===== src/rtl/tinymoa_serial_mul.sv =====
// Multi-cycle shift-add multiplier for the TinyMOA execute stage.
// Retires STEP multiplier bits per clock and supports MUL, MULH, MULHSU and MULHU.
module tinymoa_serial_mul #(
    parameter int unsigned WIDTH = 32,
    parameter int unsigned STEP  = 4
) (
    input  logic             clk,
    input  logic             rstn,
    input  logic             start_in,
    input  logic             abort_in,
    input  logic [1:0]       op_in,
    input  logic [WIDTH-1:0] a_in,
    input  logic [WIDTH-1:0] b_in,
    output logic             busy_out,
    output logic             done_out,
    output logic [WIDTH-1:0] result_out
);
    localparam int unsigned N  = WIDTH / STEP;
    localparam int unsigned CW = $clog2(N + 1);
    localparam int unsigned DW = 2 * WIDTH;

    typedef enum logic [1:0] {StIdle, StRun, StFix} state_t;

    state_t           state, state_next;
    logic [1:0]       op, op_next;
    logic [DW-1:0]    mcand, mcand_next;
    logic [WIDTH-1:0] mplier, mplier_next;
    logic             neg, neg_next;
    logic [DW-1:0]    acc, acc_next;
    logic [CW-1:0]    count, count_next;
    logic             done, done_next;
    logic [WIDTH-1:0] result, result_next;

    logic             a_neg, b_neg;
    logic [WIDTH-1:0] a_mag, b_mag;
    logic [DW-1:0]    digit, partial, signed_acc;

    always_comb begin
        // MUL takes the unsigned path: its low word is sign-agnostic.
        a_neg = ((op_in == 2'b01) || (op_in == 2'b10)) && a_in[WIDTH-1];
        b_neg = (op_in == 2'b01) && b_in[WIDTH-1];
        a_mag = a_neg ? -a_in : a_in;
        b_mag = b_neg ? -b_in : b_in;

        digit      = {{(DW-STEP){1'b0}}, mplier[STEP-1:0]};
        partial    = mcand * digit;
        signed_acc = neg ? -acc : acc;

        state_next  = state;
        op_next     = op;
        mcand_next  = mcand;
        mplier_next = mplier;
        neg_next    = neg;
        acc_next    = acc;
        count_next  = count;
        done_next   = 1'b0;
        result_next = result;

        case (state)
            StIdle: begin
                if (start_in) begin
                    op_next     = op_in;
                    mcand_next  = {{WIDTH{1'b0}}, a_mag};
                    mplier_next = b_mag;
                    neg_next    = a_neg ^ b_neg;
                    acc_next    = '0;
                    count_next  = '0;
                    state_next  = StRun;
                end
            end
            StRun: begin
                if (abort_in) begin
                    state_next = StIdle;
                end else begin
                    acc_next    = acc + partial;
                    mcand_next  = mcand << STEP;
                    mplier_next = mplier >> STEP;
                    count_next  = count + 1'b1;
                    if (count == CW'(N - 1)) begin
                        state_next = StFix;
                    end
                end
            end
            StFix: begin
                if (abort_in) begin
                    state_next = StIdle;
                end else begin
                    result_next = (op == 2'b00) ? signed_acc[WIDTH-1:0]
                                                : signed_acc[DW-1:WIDTH];
                    done_next   = 1'b1;
                    state_next  = StIdle;
                end
            end
            default: state_next = StIdle;
        endcase
    end

    always_ff @(posedge clk or negedge rstn) begin
        if (!rstn) begin
            state  <= StIdle;
            op     <= '0;
            mcand  <= '0;
            mplier <= '0;
            neg    <= 1'b0;
            acc    <= '0;
            count  <= '0;
            done   <= 1'b0;
            result <= '0;
        end else begin
            state  <= state_next;
            op     <= op_next;
            mcand  <= mcand_next;
            mplier <= mplier_next;
            neg    <= neg_next;
            acc    <= acc_next;
            count  <= count_next;
            done   <= done_next;
            result <= result_next;
        end
    end

    assign busy_out   = (state != StIdle);
    assign done_out   = done;
    assign result_out = result;

endmodule


===== config.mk =====
export PLATFORM = sky130hd
export DESIGN_NAME = tinymoa_serial_mul
export DESIGN_NICKNAME = d
export VERILOG_FILES = /design/src/rtl/tinymoa_serial_mul.sv
export SDC_FILE = /design/constraint.sdc
export NUM_CORES = 1
export LEC_CHECK = 0
export ABC_AREA = 1
export BUFFER_PORTS_ARGS = -buffer_cell sky130_fd_sc_hd__buf_2
export CAP_MARGIN = 5
export CORE_ASPECT_RATIO = 2
export CORE_MARGIN = 2
export CORE_UTILIZATION = 60
export DETAILED_ROUTE_END_ITERATION = 8
export HOLD_SLACK_MARGIN = 0.05
export PLACE_DENSITY = 0.78
export SYNTH_ARGS = -nofsm -noshare
export SYNTH_HDL_FRONTEND = slang
export SYNTH_SLANG_ARGS = --single-unit

===== constraint.sdc =====
create_clock -name clk -period 11.57 [get_ports clk]
set_input_delay 1.7355 -clock clk [delete_from_list [all_inputs] [get_ports clk]]
set_output_delay 1.7355 -clock clk [all_outputs]
set_load 0.05 [all_outputs]

# Word level (Yosys, flattened, before mapping)
# Cells that the tools add are included.
dict set report totals {
  register_bits 202
  inputBits 70
  out_inout_bits 34
  wordCells 58
}
dict set report classes {
  addsub 5
  multipliers 1
  eq_ne 8
  mux 22
  bitwise 2
  n_reduce_logical 11
}
# operator n
set ops {}
lappend ops {{$mux 64} 5}
lappend ops {{$pmux 64 s2} 2}
lappend ops {{$mux 32} 5}
lappend ops {{$add 64x64->64} 1}
lappend ops {{$mul 64x4->64} 1}
lappend ops {{$neg 32->32} 2}
lappend ops {{$neg 64->64} 1}
lappend ops {{$pmux 32 s2} 1}
lappend ops {{$mux 4} 2}
lappend ops {{$pmux 4 s2} 1}
lappend ops {{$mux 2} 3}
lappend ops {{$reduce_and 2->1} 3}
lappend ops {{$add 4x1->4 const B} 1}
lappend ops {{$eq 2x1->1 const B} 2}
lappend ops {{$eq 2x2->1 const B} 2}
lappend ops {{$eq 4x3->1 const B} 1}
lappend ops {{$logic_not 2->1} 2}
lappend ops {{$ne 2x2->1 const B} 2}
lappend ops {{$pmux 2 s2} 1}
lappend ops {{$reduce_bool 2->1} 2}
lappend ops {{$ne 3x3->1 const B} 1}
lappend ops {{$reduce_and 3->1} 1}
lappend ops {{$logic_and 1x1->1} 2}
lappend ops {{$mux 1} 2}
lappend ops {{3 further kinds} 3}

# Logic depth before layout (Yosys ltp)
dict set report depth {
  depth_word 6
  ltp_mapped 25
}

# Worst setup path after synthesis
# No wires, ideal clock.
dict set report synth_path {
  path_type {flip-flop to flip-flop}
  from {reg mplier[2]}
  to {reg acc[61]}
  setup_time_ns 0.118
  arrival_ns 3.815
  t_required_ns 11.452
  slack_ns 7.637
  stages_incl_launch_ff 22
  synth_period_minus_slack_ns 3.933
  cell_sequence {dfrtp_1 clkbuf_1 clkbuf_1 nand2_1 inv_1 fa_1 fa_1 inv_1 fa_1 inv_1 ha_1 nand2_1 nand2_1 or2_2 nand3_1 nand2_1 nand2_1 nand2_1 nand2_1 nand3_1 nand3_1 nand2_1}
}
dict set report synth_between {
  elab_chain_len 4
}
# element line_no
set synth_lines {}
lappend synth_lines {{start: declaration} 27} ;# logic [WIDTH-1:0] mplier, mplier_next;
lappend synth_lines {{start signal: assignment} 113} ;# mplier <= mplier_next;
lappend synth_lines {{$mul 64x4->64} 46} ;# partial = mcand * digit;
lappend synth_lines {{$add 64x64->64} 75} ;# acc_next = acc + partial;
lappend synth_lines {{$mux 64} 72} ;# if (abort_in) begin
lappend synth_lines {{$pmux 64 s2} 59} ;# case (state)
lappend synth_lines {{end signal: assignment} 115} ;# acc <= acc_next;
lappend synth_lines {{end: declaration} 29} ;# logic [DW-1:0] acc, acc_next;
# No other way between the ends. The select of a mux whose other input is x is not followed.
# A chain may end at the register's enable or synchronous reset.

# Worst setup path in the final report
dict set report layout_path {
  from {reg mplier[2]}
  to {reg acc[46]}
}
# The elaborated chain is that of the path after synthesis.

==> metrics <==
FF/Latch Area=5060 sq um; initial drt markers=2018; largest area contributor in the netlist=dfrtp_1; input/output buffers=103; Worst Hold Class=reg -> reg; initial core utilization=60.7%; family with the most delay on the worst path=simple AND/OR/NAND/NOR gates; initial antenna violation count=11; overall routing resource usage=42.5%; Core Region=40900 sq um; Async SR Flop Fraction=100%; Die Ht=291 um; first drt pass iteration count=5; GP Congestion=1.08; startpoint types=flop; Worst-Margin Slew=1.31 ns; Post-Syn Instances=4008; Ys Warns=0; WL per Instance=19.4 um; Max clock buf depth=3; CP bufs+invs=5; Worst Setup End Kind=flop; r2r setup slk=6.19 ns; CTS tree=built; worst r2r dst=acc[46]; switching power=3890 uW; share of the synthesized area in the top cell type=20.4%; Synth top cells by count=nand2_1 (1324), inv_1 (937), nor2_1 (339), nand3_1 (218), dfrtp_1 (202); final WL=89.4 mm; Placement Setup Slack=6.38 ns; worst reg2reg path depth=20; main flop type after synthesis=dfrtp_1; root buffer cell=clkbuf_16; WP data arrival=5.82 ns; final slew viol count=0; WP depth=20; status=finished clean; switch share=58.9%; distinct cell type count after synthesis=55; Syn Area/Cell=6.18 sq um; Crit-path slowest cell=nor2_1; multi-input logic area=15700 sq um; # clock sinks=202; Worst Skew=0.0218 ns; CP cell instances=buf_4, nand2_1, inv_1, fa_1, fa_1, inv_1, fa_1, inv_1, ha_1, nand2_1, nor2_1, inv_1, nor2_1, a21oi_1, nand2_1, nand2_1, nand2_1, nand2_1, nand3_1, nand2_1; final worst slack=6.19 ns; synthesis-to-finish area growth=6.95%; RSZ-0062 raised after global routing=false; CP Class=reg -> reg; Crit Path Max Fanout=62; Ports=104; Antenna Nets Post-Route=0; most used cell, CP=nand2_1; Worst Setup EP=acc[46]; grt ovf=0; FF+latch count, synth=202; dominant cell by count in the synthesized netlist=nand2_1; Num CTS Buffers=22; Synth area leaders=dfrtp_1 (20%), nand2_1 (20%), fa_1 (15%); clock latency on the worst-skew pair=0.56 ns; Setup-failing EPs final=0; Post-synth EDFFs=0; net count after synthesis=4332; Crit path required time=12.00 ns; setup TNS=0 ns; r2r startpoint=mplier[2]; Filler Cells Inserted=3973; DR DRC count=0; vias=25318; peak supply drop=0.144 mV; fin crit period=5.38 ns; postcts setup bufs=0; sequential fraction of the synthesis area=20.4%; final HPWL from detailed placement=69.7 mm; logic gate share of total power=70.6%; max_cap viols=0; Std-Cell Rows=105; Power Dens Cells=249 nW/um^2; share of cells above drive strength 1=6.42%; first-pass GRT wire length=138 mm; PostCTS Resize Cnt=0; Nets=4371; Final Cycle Share=46.5%; CTS clk-pin slew, worst paths=0.07 ns; Critical path origin=mplier[2]; Hold-fix buffers, CTS=0; Die Width=148 um; Final Hold Vio Count=0; top achievable clock speed=0.186 GHz; H-tree Lvls=1; largest net degree at the start of global routing=90; vias in the first global route=24905; Die Area=43000 sq um; vias per inst=5.50; largest stage delay on the critical path=0.67 ns; Mapped Area=24800 sq um; clock power share=12.9%; Pleak=0.0161 uW; max_slew headroom=12.5%; Int Power=2720 uW; sequential share of power=16.5%
worst min-delay path by stage:
stage	start	end	slack (ns)	cells past startpoint
3_5_place_dp	result_out[24]	result_out[24]	0.46	2
6_report	result_out[10]	result_out[10]	0.48	2
2_1_floorplan	mplier[27]	mplier[27]	0.45	2
3_3_place_gp	result_out[6]	result_out[6]	0.46	2
4_1_cts	result_out[24]	result_out[24]	0.48	2
5_1_grt	result_out[0]	result_out[0]	0.49	2
placed cells by master, fill, tap and decap left out, drive strengths merged, types with 27 or more instances in the layout:
| cell type | instances |
|---|---|
| nand2 | 1339 |
| inv | 951 |
| nor2 | 373 |
| nand3 | 225 |
| o21ai | 207 |
| dfrtp | 202 |
| fa | 182 |
| a21oi | 129 |
| buf | 118 |
| ha | 72 |
| nand4 | 32 |
| clkbuf | 27 |
cell families (layout without fill, tap and decap cells):
group	Yosys count	count (layout)	synth area share [%]
and+or+nand+nor	2036	2036	34.1
buffers and inverters	1053	1108	16.2
AOI/OAI and AO/OA	436	436	9.98
adders and majority gates	254	254	18.3
DFF	202	202	20.4
xor gates and xnor gates	27	27	0.954
other	0	7	0
power by group through the flow:
stage | clock network (uW) | registers, uW | logic, uW
6_report | 852 | 1090 | 4670
3_5_place_dp | 0 | 1100 | 4470
4_1_cts | 853 | 1080 | 4490
2_1_floorplan | 0 | 1030 | 3210
5_1_grt | 878 | 1110 | 5210
3_3_place_gp | 0 | 1090 | 4400
routing by layer:
| layer | vias up | global-route usage [%] | wire length, um |
|---|---|---|---|
| met3 | 439 | 9.59 | 6530 |
| met1 | 11686 | 43.9 | 30100 |
| met5 | - | 0 | 98 |
| li1 | 12118 | - | - |
| met4 | 14 | 36.6 | 9820 |
| met2 | 1061 | 71.8 | 42900 |
layout make-up:
class	count	share of cell area (%)
diodes	7	0.0661
clock buffers	26	2.25
clock inverters	14	0.902
inverters	949	13.4
multi-input cells	2753	59.3
flip-flops and latches	202	19.1
well taps	535	2.53
repair buffers	119	2.43
state kept, by name (all words and copies together), names as in the netlist:
name	count
acc	64
mcand	64
mplier	32
result_out	32
count	4
op	2
state	2
done_out	1
neg	1
through the flow:
step / hold WS (ns) / total power (uW) / util [%] / instances / cell area [sq um]
floorplan: 0.449 / 4240 / - / 4008 / 24800
global placement: 0.457 / 5490 / 62.8 / 4558 / 25700
detailed placement: 0.460 / 5560 / 62.8 / 4558 / 25700
CTS: 0.478 / 6430 / 64.8 / 4598 / 26500
global route: 0.495 / 7200 / 64.8 / 4599 / 26500
finish: 0.476 / 6610 / 64.9 / 4605 / 26500
tightest hold or removal path, cell delays in order, from the launching register on:
cell     delay [ns]
dfrtp_1        0.34
nand2_1        0.05
nand2_1        0.05
(Power assumes the default switching activity.)
